<file path="src/rtl/pc_ctl_if.sv">
// pc_ctl_if: fetch/execute-facing signal bundle of the PC sequencer.
//   master modport: the sequencer (pc_ctl) side.
//   slave  modport: the environment side (fetch + execute).
// Signals:
//   inst_valid_i  fetch valid level (high 2 cycles per instruction)
//   stall_i       hold PC, suppress advance
//   redir_i       one-cycle redirect request from execute
//   redir_pc_i    redirect target, sampled with redir_i
//   pc_o          PC presented to the fetch unit
//   squash_o      current delivered instruction is wrong-path
//   fault_o       sticky misaligned-redirect fault
//   adv_cnt_o / squash_cnt_o  performance counters, present only when
//                 SKYWAVE_PC_PERF_EN is defined
interface pc_ctl_if #(
  parameter int unsigned AD_LEN = 32
);
  logic              inst_valid_i;
  logic              stall_i;
  logic              redir_i;
  logic [AD_LEN-1:0] redir_pc_i;
  logic [AD_LEN-1:0] pc_o;
  logic              squash_o;
  logic              fault_o;
`ifdef SKYWAVE_PC_PERF_EN
  logic [31:0]       adv_cnt_o;
  logic [31:0]       squash_cnt_o;
`endif

  modport master (
    input  inst_valid_i,
    input  stall_i,
    input  redir_i,
    input  redir_pc_i,
    output pc_o,
    output squash_o,
`ifdef SKYWAVE_PC_PERF_EN
    output adv_cnt_o,
    output squash_cnt_o,
`endif
    output fault_o
  );

  modport slave (
    output inst_valid_i,
    output stall_i,
    output redir_i,
    output redir_pc_i,
    input  pc_o,
    input  squash_o,
`ifdef SKYWAVE_PC_PERF_EN
    input  adv_cnt_o,
    input  squash_cnt_o,
`endif
    input  fault_o
  );
endinterface

</file>
<file path="src/rtl/pc_ctl.sv">
// pc_ctl: program-counter sequencer directly upstream of the fetch unit.
// Advances the PC once per delivered instruction (rising edge of the fetch
// valid level), applies execute redirects at the next advance and flags
// wrong-path instructions with squash_o.
// Ports:
//   clk_i    clock, all state updates on posedge
//   reset_i  synchronous active-high reset
//   bus      pc_ctl_if.master: inst_valid_i, stall_i, redir_i, redir_pc_i
//            in; pc_o, squash_o, fault_o out (plus adv_cnt_o/squash_cnt_o
//            when SKYWAVE_PC_PERF_EN is defined)
// Configuration macro: SKYWAVE_PC_PERF_EN enables the performance counters.
module pc_ctl #(
  parameter int unsigned        AD_LEN     = 32,
  parameter logic [AD_LEN-1:0]  RESET_VEC  = '0,
  parameter int unsigned        INST_BYTES = 4
) (
  input logic      clk_i,
  input logic      reset_i,
  pc_ctl_if.master bus
);

  localparam logic [AD_LEN-1:0] INC = AD_LEN'(INST_BYTES);

  logic [AD_LEN-1:0] r_pc;
  logic [AD_LEN-1:0] r_tgt;
  logic              r_pend;
  logic              r_squash;
  logic              r_fault;
  logic              r_vprev;

  logic w_adv;
  logic w_fall;
  logic w_adv_go;
  logic w_redir_ok;
  logic w_redir_bad;

  always_comb begin
    w_adv       = bus.inst_valid_i & ~r_vprev;
    w_fall      = ~bus.inst_valid_i & r_vprev;
    w_adv_go    = w_adv & ~bus.stall_i;
    w_redir_ok  = bus.redir_i & (bus.redir_pc_i[1:0] == 2'b00);
    w_redir_bad = bus.redir_i & (bus.redir_pc_i[1:0] != 2'b00);
  end

  always_ff @(posedge clk_i) begin
    if (reset_i) begin
      r_pc     <= RESET_VEC;
      r_tgt    <= '0;
      r_pend   <= 1'b0;
      r_squash <= 1'b0;
      r_fault  <= 1'b0;
      r_vprev  <= 1'b0;
    end else begin
      r_vprev <= bus.inst_valid_i;

      // A redirect arriving with an unstalled advance bypasses the pending
      // register; otherwise it is parked (latest wins) until the next advance.
      if (w_adv_go) begin
        if (w_redir_ok) begin
          r_pc   <= bus.redir_pc_i;
          r_pend <= 1'b0;
        end else if (r_pend) begin
          r_pc   <= r_tgt;
          r_pend <= 1'b0;
        end else begin
          r_pc <= r_pc + INC;
        end
      end else if (w_redir_ok) begin
        r_tgt  <= bus.redir_pc_i;
        r_pend <= 1'b1;
      end

      // Set beats clear; a still-pending redirect keeps the window open.
      if (w_redir_ok)
        r_squash <= 1'b1;
      else if (w_fall && !r_pend)
        r_squash <= 1'b0;

      if (w_redir_bad)
        r_fault <= 1'b1;
    end
  end

  assign bus.pc_o     = r_pc;
  assign bus.squash_o = r_squash;
  assign bus.fault_o  = r_fault;

`ifdef SKYWAVE_PC_PERF_EN
  logic [31:0] r_adv_cnt;
  logic [31:0] r_squash_cnt;

  // An advance can never coincide with a fall, so the post-edge squash
  // value is simply the current one or a newly accepted redirect.
  always_ff @(posedge clk_i) begin
    if (reset_i) begin
      r_adv_cnt    <= '0;
      r_squash_cnt <= '0;
    end else if (w_adv_go) begin
      r_adv_cnt <= r_adv_cnt + 32'd1;
      if (r_squash || w_redir_ok)
        r_squash_cnt <= r_squash_cnt + 32'd1;
    end
  end

  assign bus.adv_cnt_o    = r_adv_cnt;
  assign bus.squash_cnt_o = r_squash_cnt;
`endif

endmodule

</file>
<file path="src/flat_wrapper.sv">
// flat-port wrapper written by rule: the top's interface ports become plain ports
module pc_ctl_flat 
#(
  parameter int unsigned        AD_LEN     = 32,
  parameter logic [AD_LEN-1:0]  RESET_VEC  = '0,
  parameter int unsigned        INST_BYTES = 4
)
  (clk_i, reset_i, bus_inst_valid_i, bus_stall_i, bus_redir_i, bus_redir_pc_i, bus_pc_o, bus_squash_o, bus_fault_o);
  pc_ctl_if #(.AD_LEN(AD_LEN)) bus_i ();
  input logic clk_i;
  input logic reset_i;
  input wire logic [$bits(bus_i.inst_valid_i)-1:0] bus_inst_valid_i;
  input wire logic [$bits(bus_i.stall_i)-1:0] bus_stall_i;
  input wire logic [$bits(bus_i.redir_i)-1:0] bus_redir_i;
  input wire logic [$bits(bus_i.redir_pc_i)-1:0] bus_redir_pc_i;
  output wire logic [$bits(bus_i.pc_o)-1:0] bus_pc_o;
  output wire logic [$bits(bus_i.squash_o)-1:0] bus_squash_o;
  output wire logic [$bits(bus_i.fault_o)-1:0] bus_fault_o;
  assign bus_i.inst_valid_i = bus_inst_valid_i;
  assign bus_i.stall_i = bus_stall_i;
  assign bus_i.redir_i = bus_redir_i;
  assign bus_i.redir_pc_i = bus_redir_pc_i;
  assign bus_pc_o = bus_i.pc_o;
  assign bus_squash_o = bus_i.squash_o;
  assign bus_fault_o = bus_i.fault_o;
  pc_ctl #(.AD_LEN(AD_LEN), .RESET_VEC(RESET_VEC), .INST_BYTES(INST_BYTES)) u_core (.clk_i(clk_i), .reset_i(reset_i), .bus(bus_i));
endmodule
</file>
<file path="config.mk">
export PLATFORM = sky130hd
export DESIGN_NAME = pc_ctl_flat
export DESIGN_NICKNAME = d
export VERILOG_FILES = /design/src/rtl/pc_ctl_if.sv /design/src/rtl/pc_ctl.sv /design/src/flat_wrapper.sv
export SDC_FILE = /design/constraint.sdc
export NUM_CORES = 1
export LEC_CHECK = 0
export BUFFER_PORTS_ARGS = -buffer_cell sky130_fd_sc_hd__buf_4
export CAP_MARGIN = 40
export CORE_MARGIN = 8
export CORE_UTILIZATION = 30
export CTS_BUF_LIST = sky130_fd_sc_hd__clkbuf_4 sky130_fd_sc_hd__clkbuf_8 sky130_fd_sc_hd__clkbuf_16
export CTS_CLUSTER_SIZE = 16
export DETAILED_ROUTE_END_ITERATION = 16
export GPL_TIMING_DRIVEN = 0
export PLACE_DENSITY = 0.5
export SLEW_MARGIN = 25
export SYNTH_ARGS = -nofsm -noshare
export SYNTH_HDL_FRONTEND = slang
export SYNTH_SLANG_ARGS = --single-unit
</file>
<file path="constraint.sdc">
create_clock -name clk_i -period 3.1 [get_ports clk_i]
set_input_delay 0.93 -clock clk_i [delete_from_list [all_inputs] [get_ports clk_i]]
set_output_delay 0.93 -clock clk_i [all_outputs]
set_load 0.01 [all_outputs]
</file>
==> results.py <==
metrics = {
    "run_status": {
        "status": "completed",
    },
    "worst_setup_path": {
        "ff2ff_setup_slack_ns": 0.74,
        "cp_slowest_stage_delay_ns": 0.51,
        "cp_cell_sequence": "buf_4 -> nor3b_2 -> buf_2 -> buf_1 -> nand2_1 -> a21oi_1 -> a21oi_1 -> a21oi_1",
        "crit_start": "bus_redir_pc_i[0]",
        "end_kind": "flip-flop",
        "path_max_fanout": 10,
        "crit_top_cell": "a21oi_1",
        "regToRegStartpoint": "u_core.r_pend$_SDFFE_PP0P_",
        "startpoint_type": "input port",
        "critPathTopFamily": "buffers and inverters",
        "worstSetupPathType": "in -> reg",
        "required_ns": 3.37,
        "crit_buf_inv": 3,
        "reg2reg_to": "u_core.bus.pc_o[9]$_SDFFE_PP0P_",
        "cp.depth": 8,
        "cp_slowest_cell": "buf_1",
        "crit_arrival_ns": 2.75,
        "r2r_cells": 5,
    },
    "cells_and_area": {
        "final-seq-area_sq_mm": 0.00136,
        "diodes": 0,
        "n_fill_cell": 1250,
        "nNetsFinal": 608,
        "drive_above_1_share_pct": 21.6,
        "fin_cells": 722,
        "multi_input_area_sq_mm": 0.00207,
        "synthToLayoutAreaGrowth_pct": 27.0,
    },
    "global_routing": {
        "grt_max_degree": 11,
        "grtUsageTotal_pct": 18.4,
        "use_met3_pct": 3.91,
        "grt_pass1_wl_microns": 22800,
        "grt-busiest-layer": "met2",
        "grt_use_met1_pct": 23.0,
        "grt_pass1_vias": 3939,
        "use_met2_pct": 30.9,
        "grt_overflow": 0,
        "grt_antenna_before_repair": 0,
    },
    "routing": {
        "final_antenna_net_count": 0,
        "via_per_inst": 5.54,
        "drc": 0,
        "avgRoutedWirePerCell_microns": 20.5,
        "via_count": 4003,
        "drt_iter0_drc": 401,
        "wl_microns": 14800,
        "first_pass_iters": 7,
    },
    "sta": {
        "drv_slew": 0,
        "worstMarginPinSlew_ns": 0.755,
        "hold_viol_final": 0,
        "max_freq_mhz": 402,
        "setup-violations-final": 0,
        "fin_crit_sh_pct": 80.2,
        "fin_skew_ns": 0.00870,
        "rsz0062_at_grt": "false",
        "whs_ns": 0.446,
        "setup_tns_ns": 0,
        "slew_headroom_pct": 49.6,
        "period_needed_ns": 2.49,
    },
    "yosys": {
        "synthTopCellsByCount": "nand2_1 (108), a21oi_1 (71), dfxtp_1 (68)",
        "syn-num-nets": 526,
        "synth_async_sr_flop_share_pct": 0,
        "yosysWarnings": 0,
        "synth_top_area_cell": "dfxtp_1",
        "seq_area_frac_synth_pct": 36.8,
        "synth_top_area_share_pct": 36.8,
        "syn_area_sq_mm": 0.00369,
        "ys_ff_latch": 68,
        "avgSynthCellArea_sq_um": 7.57,
        "synth_most_common_cell": "nand2_1",
        "synthTopCellsByArea": "dfxtp_1 (37%), nand2_1 (11%), a21oi_1 (9.6%)",
        "synth_cells": 488,
        "synth_edf_count": 0,
        "ys_types": 61,
        "synthFlopType": "dfxtp_1",
    },
    "clocking": {
        "cts_made_buffers": 9,
        "cts_sinks": 68,
        "root_buffer": "clkbuf_16",
        "ctsHtreeMaxLevel": 3,
        "cts_resized": 0,
        "clkTransAtPathRegs_ns": 0.05,
        "clk_latency_ns": 0.34,
        "clock_path_buffers": 2,
        "holdBufCountCts": 0,
        "cts_setup_buffers": 0,
        "cts_tree": "built",
    },
    "power": {
        "power_density_mw_per_mm2": 457,
        "peakVddDrop_uv": 261,
        "leakagePower_nw": 1.74,
    },
    "flow_run": {
        "cap_violations": 0,
    },
    "placement": {
        "dp.cells": 705,
        "dpl.hpwl_microns": 10600,
        "gp_congestion": 0.874,
        "io_buffers": 70,
    },
    "floorplan": {
        "die_h_microns": 127,
        "ioPinCount": 71,
        "initial_utilization_pct": 30.8,
        "die_area_sq_mm": 0.0161,
        "core_area_sq_mm": 0.0120,
        "die_w_microns": 127,
        "rows": 40,
    },
    "worst_hold_path": {
        "hold_path_class": "reg -> reg",
        "min-delay-start": "u_core.bus.fault_o$_SDFFE_PP0P_",
        "hold_path_end": "u_core.bus.fault_o$_SDFFE_PP0P_",
        "hold_depth": 2,
    },
}
## report_power, final
part	switching, mW	leakage (nW)	internal (mW)
Clock	0.382	0.144	0.597
Combinational	0.151	1.05	0.0961
Sequential	0.0215	0.551	0.898
## worst max-delay path by stage
stage	end	slack [ns]
after floorplan	u_core.bus.pc_o[11]$_SDFFE_PP0P_	0.83
after global placement	u_core.bus.pc_o[4]$_SDFFE_PP0P_	0.23
after detailed placement	u_core.bus.pc_o[31]$_SDFFE_PP0P_	0.23
after CTS	u_core.bus.pc_o[10]$_SDFFE_PP0P_	0.59
after global routing	u_core.bus.pc_o[27]$_SDFFE_PP0P_	0.40
final	u_core.bus.pc_o[27]$_SDFFE_PP0P_	0.61
## through the flow
step           power (mW)  instance area, sq um  setup slack [ns]  util, %
3_5_place_dp         1.18                  4400             0.231     36.7
5_1_grt              2.22                  4690             0.400     39.1
4_1_cts              2.16                  4680             0.586     39.0
6_report             2.14                  4690             0.614     39.1
2_1_floorplan        1.06                  3690             0.834        -
3_3_place_gp         1.18                  4400             0.231     36.7
## metal layers
layer / vias up / wire length (microns)
li1: 1946 / -
met5: - / 0
met3: 16 / 1020
met1: 1897 / 6580
met2: 144 / 7060
met4: 0 / 182
## registers in the layout, summed over array words and instances (netlist names)
signal	cells
u_core.bus.squash_o	1
u_core.bus.fault_o	1
u_core.bus.pc_o	32
u_core.r_vprev	1
u_core.r_tgt	32
u_core.r_pend	1
## worst register-to-register path, cell delays in order (launching register included)
cell	delay (ns)
dfxtp_1	0.34
clkbuf_1	0.33
nor2_1	0.64
clkbuf_1	0.54
nand2_1	0.13
a311oi_1	0.28
## kinds of logic (layout without fill, tap and decap cells)
group,count (synthesis),after routing,share of synthesized area (%)
fa+ha+maj,1,1,0.339
buf+inv,45,132,7.08
mux,5,5,1.39
compound gates,141,141,23.1
flops,68,68,36.8
simple gates,228,228,31.2
## layout make-up
class | count | share of cell area [%]
clock inverter | 2 | 0.213
sequential | 68 | 29.0
buffer | 37 | 4.93
tap | 147 | 3.92
clock buffer | 14 | 5.73
multi-input combinational | 375 | 44.2
timing repair buffer | 71 | 11.4
inverter | 8 | 0.640
## cell usage in the layout (no fill, tap or decap), types with 7 or more instances in the layout
cell / netlist / final
and3_1: 14 / 14
nand3_1: 28 / 28
inv_1: 7 / 7
buf_2: 10 / 10
clkbuf_16: 0 / 9
nor2_1: 16 / 16
nor3_1: 10 / 10
nand4_1: 15 / 15
nand2_1: 108 / 108
clkbuf_1: 15 / 15
dfxtp_1: 68 / 68
buf_4: 2 / 73
a21oi_1: 71 / 71
o21ai_0: 23 / 23
Power figures use the tool's default switching activity.
